`src/rtl/router_fifo_pkt.sv`:
```
// Packet-aware output FIFO for one router channel: stores {lfd, data} words,
// tracks packet boundaries on both sides and flags the parity byte on read.
module router_fifo_pkt #(
    parameter int DATA_WIDTH  = 8,
    parameter int DEPTH       = 16,
    parameter int AFULL_LEVEL = 14
) (
    input  logic                     clock,
    input  logic                     reset,
    input  logic                     soft_reset,
    input  logic                     write_enb,
    input  logic                     lfd_state,
    input  logic [DATA_WIDTH-1:0]    data_in,
    input  logic                     read_enb,
    output logic [DATA_WIDTH-1:0]    data_out,
    output logic                     data_valid,
    output logic                     last_out,
    output logic                     full,
    output logic                     empty,
    output logic                     almost_full,
    output logic [$clog2(DEPTH):0]   count,
    output logic [$clog2(DEPTH):0]   pkt_count,
    output logic                     overflow
);

    localparam int AW = $clog2(DEPTH);
    localparam int CW = AW + 1;
    localparam int LW = DATA_WIDTH - 2;
    localparam int RW = LW + 1;

    logic [DATA_WIDTH:0]   mem_q [DEPTH];
    logic [AW-1:0]         wr_ptr_q, rd_ptr_q;
    logic [CW-1:0]         count_q, count_d;
    logic [CW-1:0]         pkt_count_q, pkt_count_d;
    logic [RW-1:0]         wr_rem_q, wr_rem_d;
    logic [RW-1:0]         rd_rem_q, rd_rem_d;
    logic [DATA_WIDTH-1:0] data_out_q;
    logic                  data_valid_q, last_out_q, overflow_q;

    logic                  wr_acc, rd_acc, wr_done, rd_last, flush;
    logic [DATA_WIDTH:0]   rd_word;
    logic [RW-1:0]         wr_len_p1, rd_len_p1;

    assign flush       = reset || soft_reset;
    assign full        = (count_q == CW'(DEPTH));
    assign empty       = (count_q == '0);
    assign almost_full = (count_q >= CW'(AFULL_LEVEL));
    assign wr_acc      = write_enb && !full;
    assign rd_acc      = read_enb && !empty;
    assign rd_word     = mem_q[rd_ptr_q];
    assign wr_len_p1   = RW'(data_in[DATA_WIDTH-1:2]) + RW'(1);
    assign rd_len_p1   = RW'(rd_word[DATA_WIDTH-1:2]) + RW'(1);

    // NOTE: every signal assigned in always_comb gets a default first so no latch is inferred.
    always_comb begin
        wr_rem_d = wr_rem_q;
        wr_done  = 1'b0;
        if (wr_acc) begin
            if (lfd_state) begin
                wr_rem_d = wr_len_p1;
            end else if (wr_rem_q != '0) begin
                wr_rem_d = wr_rem_q - RW'(1);
                wr_done  = (wr_rem_q == RW'(1));
            end
        end

        rd_rem_d = rd_rem_q;
        rd_last  = 1'b0;
        if (rd_acc) begin
            if (rd_word[DATA_WIDTH]) begin
                rd_rem_d = rd_len_p1;
            end else if (rd_rem_q != '0) begin
                rd_rem_d = rd_rem_q - RW'(1);
                rd_last  = (rd_rem_q == RW'(1));
            end
        end

        case ({wr_acc, rd_acc})
            2'b10:   count_d = count_q + CW'(1);
            2'b01:   count_d = count_q - CW'(1);
            default: count_d = count_q;
        endcase

        case ({wr_done, rd_last})
            2'b10:   pkt_count_d = pkt_count_q + CW'(1);
            2'b01:   pkt_count_d = pkt_count_q - CW'(1);
            default: pkt_count_d = pkt_count_q;
        endcase
    end

    // NOTE: sequential state uses non-blocking assignments so every register samples pre-edge values.
    always_ff @(posedge clock) begin
        if (flush) begin
            wr_ptr_q     <= '0;
            rd_ptr_q     <= '0;
            count_q      <= '0;
            pkt_count_q  <= '0;
            wr_rem_q     <= '0;
            rd_rem_q     <= '0;
            data_out_q   <= '0;
            data_valid_q <= 1'b0;
            last_out_q   <= 1'b0;
            overflow_q   <= 1'b0;
        end else begin
            if (wr_acc) wr_ptr_q <= wr_ptr_q + AW'(1);
            if (rd_acc) begin
                rd_ptr_q   <= rd_ptr_q + AW'(1);
                data_out_q <= rd_word[DATA_WIDTH-1:0];
            end
            count_q      <= count_d;
            pkt_count_q  <= pkt_count_d;
            wr_rem_q     <= wr_rem_d;
            rd_rem_q     <= rd_rem_d;
            data_valid_q <= rd_acc;
            last_out_q   <= rd_last;
            overflow_q   <= write_enb && full;
        end
    end

    // NOTE: storage has no reset; pointers and count define which entries are meaningful.
    always_ff @(posedge clock) begin
        if (wr_acc && !flush) mem_q[wr_ptr_q] <= {lfd_state, data_in};
    end

    assign data_out   = data_out_q;
    assign data_valid = data_valid_q;
    assign last_out   = last_out_q;
    assign count      = count_q;
    assign pkt_count  = pkt_count_q;
    assign overflow   = overflow_q;

endmodule

```
`config.mk`:
```
export PLATFORM = sky130hd
export DESIGN_NAME = router_fifo_pkt
export DESIGN_NICKNAME = d
export VERILOG_FILES = /design/src/rtl/router_fifo_pkt.sv
export SDC_FILE = /design/constraint.sdc
export NUM_CORES = 1
export LEC_CHECK = 0
export CAP_MARGIN = 20
export CORE_MARGIN = 2
export CORE_UTILIZATION = 55
export DETAILED_ROUTE_END_ITERATION = 8
export PLACE_DENSITY_LB_ADDON = 0.2
export SKIP_LAST_GASP = 1
export SLEW_MARGIN = 20
export SYNTH_ARGS = -nofsm -noshare
export SYNTH_HDL_FRONTEND = slang
export SYNTH_SLANG_ARGS = --single-unit
```
`constraint.sdc`:
```
create_clock -name clock -period 4.7 [get_ports clock]
set_input_delay 0.94 -clock clock [delete_from_list [all_inputs] [get_ports clock]]
set_output_delay 0.94 -clock clock [all_outputs]
set_load 0.01 [all_outputs]
```
Word-level counts from Yosys, hierarchy flattened:

Memory sizes are Yosys's and may differ from the RTL's. A register that Yosys moved wholly into a read port is not among the register bits.
Cells that the tools add are included.

* add/sub/neg operators: 10
* magnitude comparators: 1
* muxes and demuxes: 16
* reduce and logical (&&, ||, !) cells: 17
* eq/ne operators: 7

Operators with widths (number)
* $mux W7: 4
* $pmux W5 S2: 2
* $add A6 B1 Y7 const B: 2
* $eq A7 B1 Y1 const B: 2
* $reduce_bool A7 Y1: 2
* $sub A7 B1 Y7 const B: 2
* $add A5 B1 Y5 const B: 2
* $sub A5 B1 Y5 const B: 2
* $add A4 B1 Y4 const B: 2
* $mux W1: 8
* $mux W4: 2
* $reduce_bool A2 Y1: 4
* $eq A5 B5 Y1 const B: 1
* $ge A5 B4 Y1 const B: 1
* $logic_not A5 Y1: 1
* $eq A2 B1 Y1 const B: 2
* $eq A2 B2 Y1 const B: 2
* $logic_and A1 B1 Y1: 4
* $reduce_and A2 Y1: 2
* $logic_not A1 Y1: 3
* $logic_or A1 B1 Y1: 1

* RAM bits: 144
* memories: 1
* bits of input ports: 14
* output and inout bits: 24
* flip-flop bits (word level): 43
* logic and storage cells: 62

Memory list
* mem_q: depth 16, width 9, read ports 1, clocked after Yosys merged registers in 1, write ports 1, line 31 `logic [DATA_WIDTH:0] mem_q [DEPTH];`

Logic depth before layout (Yosys ltp):

Gate-level depths: netlist (run 1).

* depth after elaboration: 6
* mapped depth: 17

Least setup slack after synthesis (run 1):

Ideal clock, no wire load.

* path type: flip-flop to flip-flop
* start point: register count_q[0], in the netlist count[0]
* end point: register count_q[4], in the netlist count[4]
* path slack: 1.345 ns
* arrival: 3.284 ns
* buffers on the path: 2
* cell stages (with the launch flop): 13
* library setup time: 0.070 ns
* clock period less this slack: 3.355 ns
* cell sequence: dfxtp_1 > or4_1 > o21ai_1 > inv_1 > clkbuf_1 > clkbuf_1 > ha_1 > fa_1 > a21o_1 > a21oi_1 > xor2_1 > or3_1 > a21oi_1

* word-level cells in the longest chain between the ends: 5
* elaborated cells on any way between the ends: 12
* classes of those cells: 2 x add/sub; 3 x eq/ne; 1 x mux; 6 x reduce/logical

Ends and longest elaborated chain
* start, declared: line 33 `logic [CW-1:0] count_q, count_d;`
* start signal, assigned: line 110 `count_q <= count_d;`
* $logic_not A5 Y1 (*): line 46 `assign empty = (count_q == '0);`
* $logic_not A1 Y1 (*): line 49 `assign rd_acc = read_enb && !empty;`
* $logic_and A1 B1 Y1 (*): line 49
* net rd_acc: line 40 `logic wr_acc, rd_acc, wr_done, rd_last, flush;`
* $eq A2 B1 Y1 or $eq A2 B2 Y1 (tied branches): line 78 `case ({wr_acc, rd_acc})`
* $pmux W5 S2 or $reduce_bool A2 Y1 (tied branches)

Mark *: on every way through the listed nets, which the timed path passes. The rest lies on a longest branch.
A chain may end at the register's enable or synchronous reset.

==> results of run 1 <==
==> logic make-up after synthesis <==
logic type	count (synthesis)	synth area share
DFF	191	0.652
and+or+nand+nor	156	0.0873
AOI/OAI and AO/OA	76	0.0560
muxes	43	0.122
buffers and inverters	40	0.0239
xor gates and xnor gates	22	0.0239
adders and majority gates	21	0.0344
==> worst max-delay path: stages (launching register included) <==
cell     delay (ns)
dfxtp_2        0.66
mux4_1         0.65
mux2i_1        0.24
a21oi_1        0.10
buf_4          0.20
nor3_1         0.17
ha_1           0.25
inv_1          0.10
fa_1           0.40
inv_1          0.07
a21o_1         0.10
a21oi_1        0.07
xnor2_1        0.13
or3_1          0.30
a21oi_1        0.13
==> area by class of cell <==
| type | count | area, µm² | area share |
|---|---|---|---|
| Clock buffer | 19 | 433 | 0.0472 |
| Clock inverter | 13 | 104 | 0.0113 |
| Tap cell | 184 | 230 | 0.0251 |
| Timing Repair Buffer | 51 | 475 | 0.0518 |
| Inverter | 14 | 52.6 | 0.00573 |
| Sequential cell | 191 | 5270 | 0.574 |
| Multi-Input combinational cell | 318 | 2610 | 0.285 |
==> per-stage QoR <==
step           power (W)  utilization  std cells
5_1_grt          0.00342        0.636        790
2_1_floorplan    0.00196            -        549
4_1_cts          0.00333        0.636        790
3_5_place_dp     0.00203        0.599        758
3_3_place_gp     0.00202        0.599        758
6_report         0.00330        0.636        790
==> sequential cells by signal (all words and copies together), names as in the netlist, named ones only <==
signal / cells
overflow: 1
pkt_count: 5
mem_q: 144
wr_ptr_q: 4
data_out: 8
wr_rem_q: 7
data_valid: 1
count: 5
rd_rem_q: 7
last_out: 1
rd_ptr_q: 4
==> cell usage after synthesis, drive strengths merged (10+ instances only) <==
master  number
clkbuf      16
a21oi       34
o21ai       16
nand2       48
a22oi       15
xnor2       10
edfxtp     144
nor3        10
dfxtp       47
nor2        55
xor2        12
mux4        39
buf         10
nand3       11
inv         14
ha          19
==> how the worst max path moves through the flow <==
stage / endpoint / startpoint
2_1_floorplan: count[4] / count[0]
3_3_place_gp: count[4] / read_enb
5_1_grt: pkt_count[4] / register
4_1_cts: pkt_count[4] / register
6_report: pkt_count[4] / register
3_5_place_dp: count[4] / read_enb
==> power by group <==
group,total [W],switching (W),internal [W]
clock,0.00132,0.000628,0.000687
combinational,0.000159,0.0000948,0.0000640
sequential,0.00183,0.0000106,0.00182
total,0.00330,0.000733,0.00257
==> routing by layer <==
layer	wire length (µm)	up-vias
met4	132	0
met3	941	14
met5	0	-
met1	6850	2350
met2	8260	141
li1	-	2194
==> impl_metrics.tcl, run 1 <==
set metrics [dict create \
    outcome "finished clean" \
    top_usage_layer "met2" \
    die_x_um 125 \
    insertion_delay_ns 0.43 \
    drcViolationCount 0 \
    fin_crit_sh 0.783 \
    timing.hold.ws_ns 0.456 \
    leakagePower_nw 3.07 \
    cts-resized-gates 0 \
    clock_path_buffers 2 \
    gr-usage-met1 0.292 \
    grt.met2_usage 0.367 \
    yosysTopAreaCell "edfxtp_1" \
    cts_max_level 4 \
    syn_to_final_growth_pct 13.7 \
    syn_nets 584 \
    grt_start_max_net_pins 44 \
    cts_root_buffer "clkbuf_16" \
    critPathKind "reg2reg" \
    synth_top_area_frac 0.536 \
    wl_per_cell_um 20.5 \
    ir_worst_vdd_v 0.000349 \
    cts_setup_buffers 0 \
    ys_seq_area_frac 0.652 \
    fillers 1061 \
    hold_end "data_out[3]" \
    worst_slack_ns 1.02 \
    synth_area_per_cell_um2 14.7 \
    use_met3 0.0526 \
    drv_cap 0 \
    grt_overflow_total 0 \
    synth.cell_area_um2 8070 \
    fin_skew_ns 0.0131 \
    worst-r2r-cell-count 14 \
    slew_headroom 0.362 \
    hp-start "data_out[3]" \
    design.core.area_um2 14400 \
    start_kind "register" \
    dp_slack_ns 0.924 \
    die_area_um2 15700 \
    yosysUniqueCellTypes 44 \
    grt.total_usage 0.219 \
    final_common_cell "edfxtp_1" \
    final_cell_mix "edfxtp_1 (144), nor2_1 (55), nand2_1 (48), dfxtp_1 (46), clkdlybuf4s50_1 (37)" \
    ant_nets 0 \
    antenna_found_initial 0 \
    synth_ff_type "edfxtp_1" \
    firstDrtPassIters 5 \
    grt_pass1_vias 4703 \
    r2r_end "pkt_count[4]" \
    globalplace.congestion 0.857 \
    reg2reg_slack_ns 1.02 \
    drtIter0Drc 528 \
    drive_gt1_frac 0.112 \
    postCtsHoldBufs 0 \
    ys_top_cells_by_area "edfxtp_1 (54%), dfxtp_1 (12%), mux4_1 (5.9%)" \
    slew_viol_final 0 \
    power_density_nw_per_um2 360 \
    yosys_warnings 0 \
    whs_path_depth 2 \
    max_freq_mhz 272 \
    place_area_um2 8640 \
    fin_area_um2 9170 \
    die_h_um 125 \
    routed_wl_um 16200 \
    cp_max_fo 15 \
    port_buffers 37 \
    crit_path_end_kind "register" \
    initial_core_util 0.560 \
    viasPerCell 5.95 \
    hold_viol 0 \
    rsz0062_at_grt "no" \
    tns_ns 0 \
    layout.nets 628 \
    cts_tree "yes" \
    grt_pass1_wl_um 25700 \
    hp-class "reg2reg" \
    period_minus_slack_ns 3.68 \
    clock-sinks 191 \
    dp_hpwl_um 10600 \
    ios 38 \
    worstMarginPinSlew_ns 0.954 \
    numCtsBuffers 17 \
    rows 44 \
    num_vias 4699 \
    cp.required_ns 5.05 \
    finalSetupViolations 0 \
    async_reset_ff_frac 0 \
    synth_seq_cells 191 \
    clk_pin_slew_ns 0.07 \
    synth_edf_count 144 \
    antenna_cells 0 \
    netlist_instances 549 \
    crit_arrival_ns 4.03 \
]
Power figures use the tool's default switching activity.
==> run 2, diff against run 1 <==
--- a/config.mk
+++ b/config.mk
@@ -7,7 +7,7 @@
 export LEC_CHECK = 0
 export CAP_MARGIN = 20
 export CORE_MARGIN = 2
-export CORE_UTILIZATION = 55
+export CORE_UTILIZATION = 54
 export DETAILED_ROUTE_END_ITERATION = 8
 export PLACE_DENSITY_LB_ADDON = 0.2
 export SKIP_LAST_GASP = 1
==> constraint.sdc (replaced) <==
create_clock -name clock -period 3.3 [get_ports clock]
set_input_delay 0.66 -clock clock [delete_from_list [all_inputs] [get_ports clock]]
set_output_delay 0.66 -clock clock [all_outputs]
set_load 0.01 [all_outputs]
==> run 2 against run 1 <==
Compared with the run above:
- die area grew 1.8%
- largest cell class unchanged
- critical path depth is the same
- largest power group unchanged
- combinational power grew 53%
- worst setup slack lost 0.84 ns
- clock skew shrank 0.0053 ns
- flip-flop and latch count is the same
- sequential share of layout area shrank 1.8 points
- power grew 51%
==> impl_metrics.tcl, run 2 (synthesized netlist as in run 1, its figures left out) <==
set metrics [dict create \
    numCtsBuffers 17 \
    crit_arrival_ns 3.48 \
    combPwrFrac 0.049 \
    cts_max_level 4 \
    max_freq_mhz 320 \
    grt_pass1_wl_um 25800 \
    worst_slack_ns 0.178 \
    start_kind "register" \
    sequentialPowerShare 0.521 \
    cp.required_ns 3.66 \
    antenna_found_initial 0 \
    die_area_um2 15900 \
    clock_power_share 0.430 \
    initial_core_util 0.553 \
    seqCellArea_um2 5270 \
    syn_to_final_growth_pct 17.4 \
    clock-sinks 191 \
    critPathBufInv 3 \
    outcome "finished clean" \
    globalplace.congestion 0.810 \
    p_sw_frac 0.227 \
    final_util 0.649 \
    slew_headroom 0.586 \
    viasPerCell 5.85 \
    die_x_um 126 \
    tns_ns 0 \
    top_register "mem_q" \
    crit_chain "buf_12 > mux4_2 > a211oi_1 > a21oi_1 > nor3_2 > ha_2 > inv_1 > fa_1 > inv_1 > a21o_1 > a21oi_1 > xnor2_1 > or3_1 > a21oi_1" \
    grt_overflow_total 0 \
    drive_gt1_frac 0.157 \
    cts_root_buffer "clkbuf_16" \
    critPathTopFamily "compound AO/OA/AOI/OAI gates" \
    dp_hpwl_um 10800 \
    die_h_um 126 \
    p_total_w 0.00499 \
    firstDrtPassIters 5 \
    final_cell_mix "edfxtp_1 (144), nor2_1 (55), nand2_1 (48), dfxtp_1 (45), clkdlybuf4s50_1 (37)" \
    ant_nets 0 \
    multi_input_area_um2 2620 \
    fillers 1025 \
    fin_crit_sh 0.946 \
    ir_worst_vdd_v 0.000402 \
    insertion_delay_ns 0.43 \
    finalSetupViolations 0 \
    place_area_um2 8820 \
    dp_slack_ns -0.0635 \
    clk_pin_slew_ns 0.08 \
    drcViolationCount 0 \
    leakagePower_nw 3.24 \
    reg2reg_slack_ns 0.18 \
    clock_path_buffers 2 \
    grt_pass1_vias 4638 \
    power_density_nw_per_um2 527 \
    grt.met2_usage 0.354 \
    fin_area_um2 9470 \
    worst_path_max_delay_cell "mux4_2" \
    rows 44 \
    cpMostUsedCell "a21oi_1" \
    p_int_w 0.00386 \
    critPathKind "reg2reg" \
    antenna_cells 0 \
    drtIter0Drc 312 \
    grt.total_usage 0.216 \
    drv_cap 0 \
    port_buffers 37 \
    crit_path_end_kind "register" \
    ios 38 \
    hp-start "data_out[1]" \
    grt_start_max_net_pins 43 \
    cp_max_fo 8 \
    cts_tree "yes" \
    routed_wl_um 16500 \
    design.core.area_um2 14600 \
    hold_viol 0 \
    num_vias 4757 \
    hp-class "reg2reg" \
    rsz0062_at_grt "no" \
    switching_power_w 0.00113 \
    layout.nets 651 \
    slew_viol_final 0 \
    top_usage_layer "met2" \
    wl_per_cell_um 20.3 \
    cpPeakStageDelay_ns 0.49 \
    period_minus_slack_ns 3.12 \
    largest_reg_flops 144 \
    worstMarginPinSlew_ns 0.619 \
    fin_skew_ns 0.00774 \
    final_common_cell "edfxtp_1" \
    use_met3 0.0331 \
    gr-usage-met1 0.302 \
]
==> run 2: cell count changes in the layout (fill, tap and decap cells not counted), sizes merged <==
cell / before / now
inv: 20 / 22
buf: 14 / 37
bufinv: 0 / 2
clkinvlp: 1 / 0
clkinv: 6 / 5
clkbuf: 19 / 17
==> run 2: final cells by class <==
type	count	area share
flip-flops and latches	191	0.556
inverters	14	0.00555
multi-input cells	318	0.277
clock inverters	15	0.0223
clock buffers	17	0.0449
well taps	184	0.0243
repair buffers	74	0.0701
==> run 2: through the flow <==
stage	std cells	hold slack, ns
2_1_floorplan	549	0.432
6_report	813	0.455
3_5_place_dp	780	0.445
5_1_grt	813	0.478
3_3_place_gp	780	0.443
4_1_cts	812	0.455
==> run 2: timing repair <==
| action | in CTS | in global routing |
|---|---|---|
| gates resized for setup | 0 | 5 |
| setup buffers | 0 | 1 |
| hold buffers | 0 | 0 |
| setup endpoints to repair | 0 | 1 |
==> run 2: final timing paths <==
check                 endpoint  depth (start not counted)
setup / recovery  pkt_count[4]                         14
hold / removal     data_out[1]                          2
setup reg to reg  pkt_count[4]                         14
hold reg to reg    data_out[1]                          2
==> run 2: worst min-delay path, cell delays in order, from the launching register on <==
cell and delay, ns:
dfxtp_1 0.31, nand2_1 0.05, a21oi_1 0.05
==> run 2: power by group through the flow <==
stage                     clock (W)  combinational [W]  sequential (W)
after floorplan                   0           0.000139         0.00266
after global placement            0           0.000237         0.00265
after CTS                   0.00219           0.000245         0.00260
after detailed placement          0           0.000244         0.00266
after global routing        0.00228           0.000270         0.00260
final                       0.00215           0.000244         0.00260
==> run 2: per-layer routing <==
metal | vias to the layer above | wire (µm)
li1 | 2229 | -
met1 | 2391 | 7260
met2 | 116 | 8320
met3 | 21 | 651
met4 | 0 | 250
met5 | - | 0
==> run 3, diff against run 2 <==
--- a/config.mk
+++ b/config.mk
@@ -5,6 +5,7 @@
 export SDC_FILE = /design/constraint.sdc
 export NUM_CORES = 1
 export LEC_CHECK = 0
+export ABC_CLOCK_PERIOD_IN_PS = 3300
 export CAP_MARGIN = 20
 export CORE_MARGIN = 2
 export CORE_UTILIZATION = 54
==> results of run 3 <==
Same layout as run 2: the final DEF is identical, and so are final timing and power.
